`src/rtl/golomb_bit_packer.sv`:
```
// golomb_bit_packer
//   Final stage of the LOCO-I encoder. Each accepted symbol (MErrval, k) is
//   turned into a limited-length Golomb-Rice codeword and appended MSB-first
//   to a bit accumulator. The accumulator is drained one byte per cycle into
//   a valid/ready byte stream. After an 0xFF byte, only 7 payload bits go
//   into the next byte, whose top bit is forced to 0 (bit stuffing).
//   A flush pulse pads the tail out to a whole byte and closes the scan.
//   If the last byte sent was 0xFF, one 0x00 byte is added. done then
//   pulses for one cycle.
// Ports:
//   clk, reset               clock, asynchronous active-high reset
//   en, MErrval, k, in_ready symbol input (accepted on en && in_ready)
//   flush                    end-of-scan pulse
//   out_byte, out_valid,
//   out_ready                byte stream output handshake
//   done                     one-cycle pulse when flush processing completes
//   byte_count               bytes handed off since reset
module golomb_bit_packer #(
    parameter int LIMIT = 32,
    parameter int QBPP  = 8,
    parameter int BUF_W = 64
) (
    input  logic        clk,
    input  logic        reset,
    input  logic        en,
    input  logic [8:0]  MErrval,
    input  logic [3:0]  k,
    output logic        in_ready,
    input  logic        flush,
    output logic [7:0]  out_byte,
    output logic        out_valid,
    input  logic        out_ready,
    output logic        done,
    output logic [23:0] byte_count
);
    localparam int         FW   = $clog2(BUF_W + 1);
    localparam logic [8:0] QMAX = 9'(LIMIT - QBPP - 1);

    typedef enum logic [1:0] {RUN, FLUSH, FIN} state_t;

    state_t           state;
    logic [BUF_W-1:0] acc;      // held bits, MSB-aligned; bits below fill are 0
    logic [FW-1:0]    fill;
    logic             stuff;    // previous byte was 0xFF

    // Codeword construction
    logic [8:0]       q, low_mask;
    logic [LIMIT-1:0] code_val, code_msb;
    logic [FW-1:0]    code_len;
    logic [BUF_W-1:0] code_top;

    always_comb begin
        q        = MErrval >> k;
        low_mask = (9'd1 << k) - 9'd1;
        if (q >= QMAX) begin
            // Escape: the leading zeros are implicit in the left alignment below
            code_val = LIMIT'({1'b1, QBPP'(MErrval - 9'd1)});
            code_len = FW'(LIMIT);
        end else begin
            code_val = (LIMIT'(1) << k) | LIMIT'(MErrval & low_mask);
            code_len = FW'(q) + FW'(k) + FW'(1);
        end
        code_msb = code_val << (FW'(LIMIT) - code_len);
        code_top = {code_msb, {(BUF_W-LIMIT){1'b0}}};
    end

    // Drain / append
    logic [FW-1:0]    need, consumed, remain, fill_next;
    logic             can_load, have_unit, load_full, load_pad, load_zero, accept;
    logic [BUF_W-1:0] acc_shift, acc_next;
    logic [7:0]       byte_new;

    always_comb begin
        in_ready  = !reset && (state == RUN) && (fill <= FW'(BUF_W - LIMIT));
        need      = stuff ? FW'(7) : FW'(8);
        can_load  = !out_valid || out_ready;
        have_unit = fill >= need;
        load_full = (state != FIN) && have_unit && can_load;
        // Tail shorter than a byte: zeros below it come for free from acc
        load_pad  = (state == FLUSH) && !have_unit && (fill != '0) && can_load;
        load_zero = (state == FIN) && stuff && can_load;
        consumed  = load_full ? need : (load_pad ? fill : '0);
        accept    = en && in_ready;
        remain    = fill - consumed;
        acc_shift = acc << consumed;
        // New code lands directly behind whatever is left after the drain
        acc_next  = accept ? (acc_shift | (code_top >> remain)) : acc_shift;
        fill_next = remain + (accept ? code_len : '0);
        if (load_zero)
            byte_new = 8'h00;
        else if (stuff)
            byte_new = {1'b0, acc[BUF_W-1 -: 7]};
        else
            byte_new = acc[BUF_W-1 -: 8];
    end

    always_ff @(posedge clk or posedge reset) begin
        if (reset) begin
            state      <= RUN;
            acc        <= '0;
            fill       <= '0;
            stuff      <= 1'b0;
            out_byte   <= 8'h00;
            out_valid  <= 1'b0;
            done       <= 1'b0;
            byte_count <= '0;
        end else begin
            acc  <= acc_next;
            fill <= fill_next;
            done <= 1'b0;

            if (out_valid && out_ready)
                byte_count <= byte_count + 24'd1;

            if (load_full || load_pad || load_zero) begin
                out_byte  <= byte_new;
                out_valid <= 1'b1;
                stuff     <= (byte_new == 8'hFF);
            end else if (out_ready) begin
                out_valid <= 1'b0;
            end

            case (state)
                RUN:   if (flush) state <= FLUSH;
                FLUSH: if (load_pad || fill == '0) state <= FIN;
                FIN: begin
                    // Wait until the final byte (including any 0x00) is taken
                    if (!stuff && can_load) begin
                        done  <= 1'b1;
                        stuff <= 1'b0;
                        state <= RUN;
                    end
                end
                default: state <= RUN;
            endcase
        end
    end

    // A symbol offered while not ready is dropped
    a_no_drop: assert property (@(posedge clk) disable iff (reset) !(en && !in_ready));

endmodule

```
`config.mk`:
```
export PLATFORM = sky130hd
export DESIGN_NAME = golomb_bit_packer
export DESIGN_NICKNAME = d
export VERILOG_FILES = /design/src/rtl/golomb_bit_packer.sv
export SDC_FILE = /design/constraint.sdc
export NUM_CORES = 1
export LEC_CHECK = 0
export CORE_MARGIN = 8
export CORE_UTILIZATION = 45
export DETAILED_ROUTE_END_ITERATION = 16
export PLACE_DENSITY = 0.73
export SLEW_MARGIN = 20
export SYNTH_ARGS = -nofsm -noshare
export SYNTH_HDL_FRONTEND = slang
export SYNTH_SLANG_ARGS = --single-unit
```
`constraint.sdc`:
```
create_clock -name clk -period 9.05 [get_ports clk]
set_clock_uncertainty 0.1 [all_clocks]
set_input_delay 1.3575 -clock clk [delete_from_list [all_inputs] [get_ports clk]]
set_output_delay 1.3575 -clock clk [all_outputs]
set_load 0.02 [all_outputs]
```
# Yosys cells after proc, flatten, opt, wreduce, memory -nomap -nowiden
# Index checks and enable logic that the tools add are counted.
# word_totals
out_inout_bits,35
wordCells,80
ff_bits,108
in_bits,18
# op_classes
shifts,6
muxes,20
magnitude_cmp,3
bitwise_logic,3
n_reduce_logical,25
n_eq_ne,7
add_sub_neg,8
# op_table
cell,count
64-bit two-way mux,1
64-bit bitwise OR,1
64-bit by 7-bit << shifter with 64-bit output,1
64-bit by 7-bit >> shifter with 64-bit output,1
32-bit two-way mux,1
32-bit by 9-bit bitwise OR with 32-bit output,1
"1-bit by 4-bit << shifter with 32-bit output, first input constant",1
32-bit by 7-bit << shifter with 32-bit output,1
7-bit two-way mux,4
"24-bit by 1-bit adder with 24-bit output, second input constant",1
8-bit two-way mux,2
1-bit logical AND,12
9-bit AND,1
"9-bit by 5-bit greater-or-equal comparator with 1-bit output, second input constant",1
"1-bit by 4-bit << shifter with 9-bit output, first input constant",1
9-bit by 4-bit >> shifter with 9-bit output,1
"9-bit by 1-bit subtractor with 9-bit output, second input constant",1
"8-bit == test, second input constant",1
"8-bit by 1-bit subtractor with 8-bit output, second input constant",1
"7-bit by 1-bit adder with 7-bit output, second input constant",1
7-bit by 4-bit adder with 7-bit output,1
7-bit adder,1
7-bit by 4-bit greater-or-equal comparator with 1-bit output,1
"7-bit by 6-bit less-or-equal comparator with 1-bit output, second input constant",1
other kinds (17),33

# Longest topological paths before layout
# depth
depth_word,12
mapped_depth,27

# Worst setup path after synthesis
# OpenSTA, ideal clock, no wires.
# synth_path
path_type,in2reg
from,input k[3]
to,register acc[27]
t_required_ps,8824
slack_ps,2368
t_arrival_ps,6456
cell_stages,19
path_buffers,5
path_cell_list,clkbuf_1 -> or3b_1 -> a2bb2oi_1 -> and3_1 -> ha_1 -> fa_1 -> or3_1 -> ha_1 -> clkbuf_1 -> clkbuf_1 -> clkbuf_1 -> clkbuf_1 -> nand3_1 -> a32o_1 -> o22a_1 -> nor2b_1 -> a221o_1 -> mux4_2 -> a221o_1
# synth_via
elab_chain_cells,9
# synth_lines
item,line,source
"start, declared",27,"input logic [3:0] k,"
9-bit by 4-bit >> shifter with 9-bit output or 1-bit by 4-bit << shifter with 9-bit output (tied branches),"53, 54",
7-bit by 4-bit adder with 7-bit output or 9-bit by 1-bit subtractor with 9-bit output (tied branches),"61, 54",
7-bit by 1-bit adder with 7-bit output or 9-bit AND (tied branches),"61, 60",
7-bit two-way mux or 32-bit by 9-bit bitwise OR with 32-bit output (tied branches),"55, 60",
6-bit by 7-bit subtractor with 7-bit output or 32-bit two-way mux (tied branches),"63, 55",
32-bit by 7-bit << shifter with 32-bit output (*),63,code_msb = code_val << (FW'(LIMIT) - code_len);
64-bit by 7-bit >> shifter with 64-bit output (*),87,acc_next = accept ? (acc_shift | (code_top >> remain)) : acc_shift;
64-bit bitwise OR (*),87,
64-bit two-way mux (*),87,
via acc_next[27],70,"logic [BUF_W-1:0] acc_shift, acc_next;"
"end signal, assigned",108,acc <= acc_next;
"end, declared",42,logic [BUF_W-1:0] acc;
# Mark *: on every way through the listed nets, which the timed path passes. The rest lies on a longest branch.
# A chain may end at the register's enable or synchronous reset.

# Worst setup path after layout
# layout_path
from,input k[3]
to,register acc[22]
# The elaborated chain is that of the path after synthesis.

==> impl_metrics.env <==
export IMPL_slowest_stage="clkdlybuf4s50_1"
export IMPL_yosysSeqAreaShare_pct=20.71
export IMPL_final_hold_violation_count=0
export IMPL_rows=62
export IMPL_finalSetupTns_ns=0
export IMPL_finalMaxSlewViolations=0
export IMPL_clockBufferDepth=2
export IMPL_slew_headroom_pct=27.87
export IMPL_drc=0
export IMPL_clk_pin_slew_ns=0.09
export IMPL_synth_cell_types=98
export IMPL_worstPathRequired_ns=9.22
export IMPL_setup_violations=0
export IMPL_synth_edf_count=0
export IMPL_syn2layout_area_growth_pct=11.08
export IMPL_rsz0062_at_grt="no"
export IMPL_fp_dieW_um=186.3
export IMPL_start_kind="input pin"
export IMPL_synth_area_leader_cell="dfrtp_1"
export IMPL_crit_top_cell="o21ai_0"
export IMPL_cts_tree="done"
export IMPL_numCtsBuffers=9
export IMPL_grt_pass1_wl_um=82500
export IMPL_htree_num_levels=3
export IMPL_status="finished, final reports clean"
export IMPL_vdd_drop_max_v=0.0002677
export IMPL_grt_ovfl_total=0
export IMPL_postSynthAreaPerCell_um2=8.020
export IMPL_hpwlAfterDp_um=41030
export IMPL_nets=1683
export IMPL_multi_input_area_mm2=0.009777
export IMPL_ctsResizeCount=0
export IMPL_synth_top_area_share_pct=20.71
export IMPL_worst_pin_slew_ns=1.078
export IMPL_critPathCaptureType="flip-flop"
export IMPL_syn_inst=1627
export IMPL_antenna_found_initial=1
export IMPL_p_leak_nw=5.932
export IMPL_path_buf_inv=2
export IMPL_routed_wl_um=53930
export IMPL_postRouteAntennaNets=0
export IMPL_cts_sinks=108
export IMPL_yosys_warnings=0
export IMPL_grt_max_degree=67
export IMPL_cts_root_buf="clkbuf_16"
export IMPL_worstSkewPairLatency_ns=0.37
export IMPL_num_vias=14366
export IMPL_regArea_mm2=0.002703
export IMPL_n_fill_cell=2731
export IMPL_die_h_um=186.3
export IMPL_routed_via_density=7.084
export IMPL_max_stage_delay_ns=0.71
export IMPL_core_mm2=0.02863
export IMPL_io_buffers=52
export IMPL_post_route_util_pct=50.64
export IMPL_synth_area_leaders="dfrtp_1 21%, mux2i_1 15%, nand2_1 5.1%"
export IMPL_grtUsageTotal_pct=30.60
export IMPL_drt_initial_drc_count=2105
export IMPL_ys_async_sr_fraction_pct=100.0
export IMPL_cts_setup_buffers=0
export IMPL_finalCritPeriodShare_pct=88.26
export IMPL_maxCapViolCount=0
export IMPL_fmax_mhz=125.2
export IMPL_cp_cell_sequence="clkdlybuf4s50_1 -> nor3_1 -> a2bb2oi_1 -> and3_1 -> ha_1 -> fa_1 -> xnor2_1 -> buf_4 -> nor2_1 -> nand2_1 -> o21ai_0 -> a21boi_1 -> o22ai_1 -> and3_1 -> o32ai_1 -> o21ai_0 -> mux4_2 -> a32oi_1 -> o21ai_0 -> a31o_1"
export IMPL_cp_arrival_ns=8.16
export IMPL_start_util_pct=45.59
export IMPL_io_pins=53
export IMPL_worstPathMaxFanout=15
export IMPL_cpLargestDelayFamily="compound AO/OA/AOI/OAI gates"
export IMPL_layout_commonest_cell="mux2i_1"
export IMPL_synth_flop_cell="dfrtp_1"
export IMPL_path_class="in -> reg"
export IMPL_wl_per_cell_um=26.59
export IMPL_netlist_area_mm2=0.01305
export IMPL_postCtsHoldBufs=0
export IMPL_ys_ff_latch=108
export IMPL_holdCritPathClass="reg -> reg"
export IMPL_fin_crit_ns=7.988
export IMPL_gp_congestion=1.023
export IMPL_grt_pass1_vias=13554
export IMPL_diodes=0
export IMPL_powerDensity_mw_per_mm2=394.9
export IMPL_drt_pass1_iterations=6
export IMPL_die_area_mm2=0.03470
export IMPL_drive_above_1_share_pct=10.77
export IMPL_final_cell_mix="202 x mux2i_1, 177 x nand2_1, 130 x nor2_1"
cell families after synthesis:
family | count (synthesis) | share of synthesized area, %
xor+xnor | 45 | 3.385
buf+inv | 164 | 4.976
mux | 240 | 19.75
simple gates | 522 | 18.69
flops | 108 | 20.71
fa+ha+maj | 26 | 2.666
compound gates | 521 | 29.79
other cells | 1 | 0.02874
final timing paths:
check,from,end,slack (ns),cells past startpoint
max in group asynchronous,reset,acc[50],6.24,3
max reg2reg,stuff,acc[11],2.28,22
min,byte_count[23],byte_count[23],0.37,1
min in group asynchronous,reset,byte_count[12],1.30,2
min reg2reg,byte_count[23],byte_count[23],0.37,1
max,k[3],acc[22],1.06,20
registers in the layout, indices dropped and copies added (netlist names):
signal,flops
acc,64
byte_count,24
out_byte,8
fill,7
state,2
done,1
out_valid,1
stuff,1
metal layers:
layer / global-route usage, % / up-vias / wire [um]
li1: - / 6316 / -
met1: 39.45 / 6878 / 21220
met2: 49.01 / 944 / 24370
met3: 4.235 / 226 / 5115
met4: 16.80 / 2 / 3199
met5: 0 / - / 13
power by group:
| group | total (mW) | internal (mW) | switching (mW) |
|---|---|---|---|
| Sequential | 0.790 | 0.639 | 0.151 |
| Combinational | 4.51 | 1.49 | 3.02 |
| Clock | 0.421 | 0.220 | 0.201 |
| Total | 5.72 | 2.35 | 3.38 |
through the flow:
stage	worst slack (ns)	hold slack, ns	power (mW)	std cells	cell area, um2
4_1_cts	1.418	0.3809	5.525	2028	14500
2_1_floorplan	2.368	0.4193	3.614	1628	13050
5_1_grt	0.9019	0.3948	5.969	2028	14500
3_3_place_gp	0.9221	0.3621	5.091	2012	14190
6_report	1.062	0.3739	5.724	2028	14500
3_5_place_dp	1.090	0.3696	5.092	2012	14190
synthesized netlist by cell type, drive strengths merged (7+ instances only):
cell and number:
a31oi 26, nor2 131, a221oi 18, o221ai 25, a2bb2oi 7, nand2 179, and3 17, a31o 7
a21boi 8, xor2 10, ha 23, nand2b 17, mux2 27, and2 13, a221o 29, o31ai 12
nand4 14, nor3 35, inv 34, o311ai 10, buf 30, a21oi 75, xnor2 33, o211ai 29
o22ai 15, mux4 10, a21o 17, nor4 13, a2111oi 8, nand3 57, a22oi 9, or3 11
dfrtp 108, clkbuf 98, a211oi 33, a32oi 10, o2111ai 13, mux2i 203, nor2b 12, o21ai 90
area by class of cell:
type,count,share of cell area (%)
clock buffer,9,1.554
clock inverter,7,0.5611
inverter,36,0.9495
multi-input combinational,1356,67.45
sequential,108,18.64
tap,384,3.315
timing repair buffer,128,7.527
(Power assumes the default switching activity.)
